===== src/rtl/regfile_scoreboard.sv =====
// Decode-stage register file with write-through bypass and a per-register
// saturating pending-write scoreboard for out-of-order writeback.
module regfile_scoreboard #(
    parameter int XLEN      = 32,
    parameter int REG_NUM   = 32,
    parameter int ADDR_SIZE = 5,
    parameter int RD_PORTS  = 2,
    parameter int WR_PORTS  = 2,
    parameter int CNT_W     = 2
) (
    input  logic                          clk,
    input  logic                          rst,
    input  logic [RD_PORTS*ADDR_SIZE-1:0] rd_addr,
    output logic [RD_PORTS*XLEN-1:0]      rd_data,
    output logic [RD_PORTS-1:0]           rd_busy,
    input  logic                          iss_valid,
    input  logic [ADDR_SIZE-1:0]          iss_rd,
    output logic                          iss_stall,
    input  logic [WR_PORTS-1:0]           wb_we,
    input  logic [WR_PORTS*ADDR_SIZE-1:0] wb_rd,
    input  logic [WR_PORTS*XLEN-1:0]      wb_data,
    input  logic                          flush,
    output logic                          sb_err
);

    localparam int NIDX  = 2**ADDR_SIZE;
    localparam int HIT_W = $clog2(WR_PORTS + 1);
    localparam int CMP_W = ((CNT_W > HIT_W) ? CNT_W : HIT_W) + 1;

    logic [XLEN-1:0] regs_reg [NIDX];
    logic [NIDX-1:0] busy_vec;
    logic [NIDX-1:0] full_vec;
    logic [NIDX-1:0] uflow_vec;

    genvar gi;

    // Ascending port loop: the last matching (highest) port wins a collision.
    always_ff @(posedge clk) begin
        if (rst) begin
            for (int r = 0; r < NIDX; r++) begin
                regs_reg[r] <= '0;
            end
        end else begin
            for (int k = 0; k < WR_PORTS; k++) begin
                if (wb_we[k] && wb_rd[k*ADDR_SIZE +: ADDR_SIZE] != '0 &&
                    int'(wb_rd[k*ADDR_SIZE +: ADDR_SIZE]) < REG_NUM) begin
                    regs_reg[wb_rd[k*ADDR_SIZE +: ADDR_SIZE]] <= wb_data[k*XLEN +: XLEN];
                end
            end
        end
    end

    generate
        for (gi = 0; gi < RD_PORTS; gi++) begin : g_rd
            logic [ADDR_SIZE-1:0] addr;
            logic [XLEN-1:0]      data;

            assign addr = rd_addr[gi*ADDR_SIZE +: ADDR_SIZE];

            always_comb begin
                data = regs_reg[addr];
                for (int k = 0; k < WR_PORTS; k++) begin
                    if (wb_we[k] && wb_rd[k*ADDR_SIZE +: ADDR_SIZE] == addr) begin
                        data = wb_data[k*XLEN +: XLEN];
                    end
                end
                if (addr == '0 || int'(addr) >= REG_NUM) begin
                    data = '0;
                end
            end

            assign rd_data[gi*XLEN +: XLEN] = data;
            assign rd_busy[gi]              = busy_vec[addr];
        end
    endgenerate

    assign iss_stall = iss_valid && (iss_rd != '0) && !flush && full_vec[iss_rd];

    generate
        for (gi = 0; gi < NIDX; gi++) begin : g_cnt
            if (gi == 0 || gi >= REG_NUM) begin : g_none
                assign busy_vec[gi]  = 1'b0;
                assign full_vec[gi]  = 1'b0;
                assign uflow_vec[gi] = 1'b0;
            end else begin : g_live
                logic [HIT_W-1:0] hits;
                logic [CMP_W-1:0] cnt_x;
                logic [CMP_W-1:0] hits_x;
                logic [CNT_W-1:0] cnt_reg;
                logic [CNT_W-1:0] cnt_next;
                logic [CNT_W-1:0] rem;
                logic             inc;

                always_comb begin
                    hits = '0;
                    for (int k = 0; k < WR_PORTS; k++) begin
                        if (wb_we[k] && wb_rd[k*ADDR_SIZE +: ADDR_SIZE] == ADDR_SIZE'(gi)) begin
                            hits = hits + HIT_W'(1);
                        end
                    end
                end

                // Retirements clamp at zero; an excess retirement is an underflow.
                assign cnt_x  = CMP_W'(cnt_reg);
                assign hits_x = CMP_W'(hits);
                assign rem    = (hits_x >= cnt_x) ? '0 : CNT_W'(cnt_x - hits_x);

                assign uflow_vec[gi] = hits_x > cnt_x;
                assign busy_vec[gi]  = rem != '0;
                assign full_vec[gi]  = &rem;

                // A full counter stalls its own issue, so rem + inc never wraps.
                assign inc      = iss_valid && !iss_stall && !flush && (iss_rd == ADDR_SIZE'(gi));
                assign cnt_next = flush ? '0 : rem + CNT_W'(inc);

                always_ff @(posedge clk) begin
                    if (rst) begin
                        cnt_reg <= '0;
                    end else begin
                        cnt_reg <= cnt_next;
                    end
                end
            end
        end
    endgenerate

    always_ff @(posedge clk) begin
        if (rst) begin
            sb_err <= 1'b0;
        end else if (!flush && (|uflow_vec)) begin
            sb_err <= 1'b1;
        end
    end

endmodule


===== config.mk =====
export PLATFORM = sky130hd
export DESIGN_NAME = regfile_scoreboard
export DESIGN_NICKNAME = d
export VERILOG_FILES = /design/src/rtl/regfile_scoreboard.sv
export SDC_FILE = /design/constraint.sdc
export NUM_CORES = 2
export LEC_CHECK = 0
export CAP_MARGIN = 20
export CELL_PAD_IN_SITES_DETAIL_PLACEMENT = 1
export CELL_PAD_IN_SITES_GLOBAL_PLACEMENT = 1
export CORE_ASPECT_RATIO = 0.6
export CORE_UTILIZATION = 35
export CTS_CLUSTER_SIZE = 40
export DETAILED_ROUTE_END_ITERATION = 8
export PLACE_DENSITY = 0.73
export SKIP_LAST_GASP = 1
export SYNTH_ARGS = -nofsm -noshare
export SYNTH_HDL_FRONTEND = slang
export SYNTH_SLANG_ARGS = --single-unit
export TNS_END_PERCENT = 50

===== constraint.sdc =====
create_clock -name clk -period 4.2 [get_ports clk]
set_input_delay 0.42 -clock clk [delete_from_list [all_inputs] [get_ports clk]]
set_output_delay 0.42 -clock clk [all_outputs]
set_load 0.1 [all_outputs]

* After elaboration in Yosys (flattened, before gate mapping) *
Memory sizes are Yosys's and may differ from the RTL's.
Index checks and enable logic that the tools add are counted.

storage, ports and cells
  bits in writable memories = 1,024
  memories kept = 1
  output and inout port bits = 68
  bits of input ports = 95
  word-level logic and storage cells = 585
  register bits after elaboration = 63

memory list
  name      words  width  rd ports  clocked after Yosys merged registers in  write ports  RTL line  source
  regs_reg  32     32     2         0                                        32           30        logic [XLEN-1:0] regs_reg [NIDX];

operators by class
  reductions and logical operators = 178
  muxes and demuxes = 119
  $lt $le $gt $ge = 65
  eq/ne operators = 97
  $add $sub $neg = 93

operators by type and width
  cell                   number
  $mux W32               8
  $eq A5 B5 Y1 const B   48
  $mux W2                62
  $eq A5 B4 Y1 const B   24
  $logic_and A1 B1 Y1    105
  $reduce_or A32 Y1      2
  $add A2 B1 Y2          31
  $add A2 B1 Y2 const B  31
  $ge A2 B2 Y1           31
  $gt A2 B2 Y1           31
  $reduce_and A2 Y1      31
  $reduce_bool A2 Y1     31
  $sub A2 B2 Y2          31
  $eq A5 B3 Y1 const B   12
  $mux W1                44
  $reduce_or A31 Y1      1
  $eq A5 B2 Y1 const B   6
  $eq A5 B5 Y1           4
  $lt A5 B6 Y1 const B   3
  $bmux W1 S5            3
  $eq A5 B1 Y1 const B   3
  $reduce_bool A5 Y1     3
  $logic_not A5 Y1       2
  $mux W5                2
  2 further kinds        3

* Longest topological paths before layout *
  depth after elaboration = 16
  gate-level depth with buffers = 18
  mapped depth without buffers = 16

* Worst setup path after synthesis *
Ideal clock, no wire load.

  path type = input port to output port
  start = input port wb_rd[5]
  end = output port iss_stall
  arrival = 4.536 ns
  cell stages on the path = 14
  path slack = -0.756 ns
  required time = 3.780 ns
  buffers on the path = 2
  path through = buf_2 > or3b_2 > clkbuf_1 > nor2_1 > ha_1 > ha_1 > inv_1 > fa_1 > nand3b_1 > mux4_2 > a22oi_1 > nand3_1 > mux2_2 > nor2_1

between the ends
  word-level cells in the longest chain between the ends = 9
  elaborated cells between the ends (all ways) = 220
  those cells by class = 31 x add/sub; 31 x order compare; 31 x eq/ne; 64 x mux; 63 x reduce/logical

ends and longest elaborated chain
  element                                        RTL line  source
  start: declaration                             20        input logic [WR_PORTS*ADDR_SIZE-1:0] wb_rd,
  $eq A5 B1 Y1, or another cell as far along     97        if (wb_we[k] && wb_rd[k*ADDR_SIZE +: ADDR_SIZE] == ADDR_SIZE'(gi)) begin
  $logic_and A1 B1 Y1                            97
  $mux W2                                        97
  $sub A2 B2 Y2 or $ge A2 B2 Y1 (tied branches)  106       assign rem = (hits_x >= cnt_x) ? '0 : CNT_W'(cnt_x - hits_x);
  $mux W2                                        106
  $reduce_and A2 Y1                              110       assign full_vec[gi] = &rem;
  $bmux W1 S5 *                                  77        assign iss_stall = iss_valid && (iss_rd != '0) && !flush && full_vec[iss_rd];
  $mux W1 (implied by the code) *                77
  $logic_and A1 B1 Y1 *                          77
  end: declaration                               18        output logic iss_stall,

Mark *: on every way between the ends. The rest lies on a longest branch, timed or not. The select of a mux whose other input is x is not followed.

* Final worst setup path *
  start = input port wb_rd[6]
  end = output port rd_busy[0]

between the ends
  word-level cells in the longest chain between the ends = 8
  elaborated cells between the ends (all ways) = 219
  those cells by class = 31 x add/sub; 31 x order compare; 31 x eq/ne; 64 x mux; 62 x reduce/logical

ends and longest elaborated chain
  element                                        RTL line  source
  $eq A5 B1 Y1, or another cell as far along     97
  $logic_and A1 B1 Y1                            97
  $mux W2                                        97
  $sub A2 B2 Y2 or $ge A2 B2 Y1 (tied branches)  106
  $mux W2                                        106
  $reduce_bool A2 Y1                             109       assign busy_vec[gi] = rem != '0;
  $bmux W1 S5 *                                  73        assign rd_busy[gi] = busy_vec[addr];
  $mux W1 (implied by the code) *                73
  end: declaration                               15        output logic [RD_PORTS-1:0] rd_busy,

Marks and branches as above.

==> impl_metrics.toml <==
[run_status]
outcome = "completed"

[yosys]
post-synth-top-count-cell = "nand2_1"
synthArstFlopShare_pct = 0
synth_area_leaders = "edfxtp_1, mux4_2, nand2_1, o21ai_0, a22o_1"
avgSynthCellArea_sq_um = 10.9
synth_common_cells = "nand2_1, edfxtp_1, o21ai_0"
yosys_warnings = 0
synth_edf_count = 1024
synth_top_area_share_pct = 44.1
synth_seq_cells = 1087
syn-cell-area_sq_mm = 0.0697
postSynthCellCount = 6382
synthFlopType = "edfxtp_1"
ys_seq_area_share_pct = 45.9
synth_area_leader_cell = "edfxtp_1"
synth.distinct_cells = 67

[critical_path]
crit_type = "in -> out"
arrival_ns = 3.73
cp-start-kind = "input pin"
required_ns = 3.78
setup.worst_path.end_class = "primary output"
critPathMaxFanout = 4

[floorplanning]
ios = 163
dieArea_sq_mm = 0.201
fp.dieW_um = 578
initial_core_util_pct = 35.3
core_region_area_sq_mm = 0.197
fp.dieH_um = 348
placement_rows = 126

[place]
hpwl_um = 222000
port-buffer-count = 162
gp_congestion = 0.987
dp_slack_ns = -0.636

[global_route]
grt_pass1_vias = 61600
top_usage_layer = "met2"
grt.met1_usage_pct = 43.3
use_met3_pct = 14.0
grtUsageMet2_pct = 44.1
antenna_found_initial = 10
gr-total-overflow = 0
grt_max_degree = 85
grt_pass1_wl_um = 460000
grt.total_usage_pct = 32.1

[routing]
drc = 0
dr_total_vias = 62600
wire_per_inst_um = 35.6
dr.pass1.iters = 9
first_iter_violations = 10900
vias_per_cell = 6.74
drt-total-wl_um = 331000
detail-route-antenna-nets = 0

[cells_and_area]
fin_util_pct = 41.6
fill_cells = 21100
drive_above_1_share_pct = 23.8
largest_reg_flops = 1024
nets = 6808
syn_to_final_growth_pct = 17.7

[clock_network]
htreeDepth = 3
clkLatencyLatePin_ns = 0.80
cts-root-buf = "clkbuf_16"
cts_buffers = 110
path_clk_slew_ns = 0.07
cts_max_path_buffers = 3
cts_tree = "yes"
cts_sinks = 1087

[worst_hold_path]
hp-class = "in -> reg"

[timing]
worst_pin_slew_ns = 1.26
fin_crit_ns = 4.15
rsz0062_at_grt = "true"
slew_violations = 0
max_freq_ghz = 0.241
finalCritPeriodShare_pct = 98.7
hold_violations = 0
setup_ws_ns = 0.0537
hold_ws_ns = 0.356
skew_ns = 0.0642
relSlewSlack_pct = 15.9
setup_viol = 0

[power_and_ir_drop]
peakVddDrop_mv = 0.382
powerDensity_mw_per_mm2 = 355
p_leak_nw = 27.4
total_power_mw = 29.1

[flow_run]
cap_viol_max_count = 0
[metal layers]
layer	wire, um	up-vias
met3	55800	974
li1	-	24000
met2	133000	5774
met1	125000	31900
met5	359	-
met4	17100	14
[stage by stage]
stage | cells | instance area, sq um | setup TNS [ns]
after floorplan | 6413 | 69800 | -0.793
after global placement | 9048 | 78000 | -22.49
after detailed placement | 9050 | 78100 | -25.56
after CTS | 9265 | 81800 | -0.0228
after global routing | 9275 | 82000 | -0.0310
final | 9287 | 82000 | 0
[report_power, final]
part	internal (mW)	switching [mW]	total [mW]
sequential	12.5	0.390	12.9
clock	5.42	4.88	10.3
combinational	2.20	3.78	5.98
total	20.1	9.05	29.1
[cell usage in the layout, fill, tap and decap left out, drive strengths merged, types with 20 or more instances in the layout]
cell type	n
dfxtp	63
clkbuf	134
inv	124
o211ai	31
o21ai	772
nor3	20
clkinv	51
buf	729
a211oi	28
edfxtp	1024
nand2	1486
ha	124
a21oi	95
a22oi	128
nand2b	25
conb	32
mux4	504
mux2i	188
xnor2	39
a22o	322
clkdlybuf4s50	72
or3	36
nor2	202
nand3	69
nor2b	70
and2	40
fa	31
[what timing repair did]
action                     4_1_cts  5_1_grt
pin swaps                       17       29
resized for setup               82       50
setup endpoints to repair        3        3
hold endpoints to repair         1        0
buffers inserted                10        7
hold buffers                     1        0
[cells by family (layout without fill, tap and decap cells)]
group	Yosys count	count (layout)	synth area share (%)
AND/OR/NAND/NOR	2019	2019	12.1
AO/OA/AOI/OAI	1483	1483	13.6
flip-flops	1087	1087	45.9
buffers and inverters	892	1129	5.62
multiplexers	694	694	19.0
adder cells (fa/ha/maj)	155	155	3.12
XOR/XNOR	51	51	0.641
other	1	45	0.00538
[critical path, cell delays in order]
cell and delay [ns]:
clkbuf_2 0.12, buf_6 0.13, nand3b_1 0.25, buf_6 0.20
buf_4 0.13, nor2_2 0.08, ha_1 0.24, ha_1 0.18
inv_1 0.07, fa_1 0.44, nand2b_1 0.12, a21boi_0 0.13
mux4_2 0.50, and2_4 0.18, o22ai_2 0.15, a2bb2oi_2 0.07
buf_4 0.15, buf_12 0.16
[final cells by class]
class,instances,area [sq um],area share (%)
multi-input cells,4434,34700,42.3
flip-flops and latches,1087,32000,39.0
repair buffers,809,8090,9.86
well taps,2624,3280,4.00
clock buffers,127,2840,3.46
clock inverters,77,677,0.825
inverters,116,435,0.531
diodes,13,32.5,0.0397
[final timing paths]
kind	startpoint	endpoint	slack [ns]	cells past startpoint
min	flush	sb_err$_SDFFE_PP0P_	0.36	4
min reg2reg	sb_err$_SDFFE_PP0P_	sb_err$_SDFFE_PP0P_	0.48	2
max	wb_rd[6]	rd_busy[0]	0.05	18
max reg2reg	g_cnt[20].g_live.cnt_reg[0]$_SDFF_PP0_	g_cnt[18].g_live.cnt_reg[1]$_SDFF_PP0_	0.94	14
No activity file was read; power rests on OpenSTA's default activity.
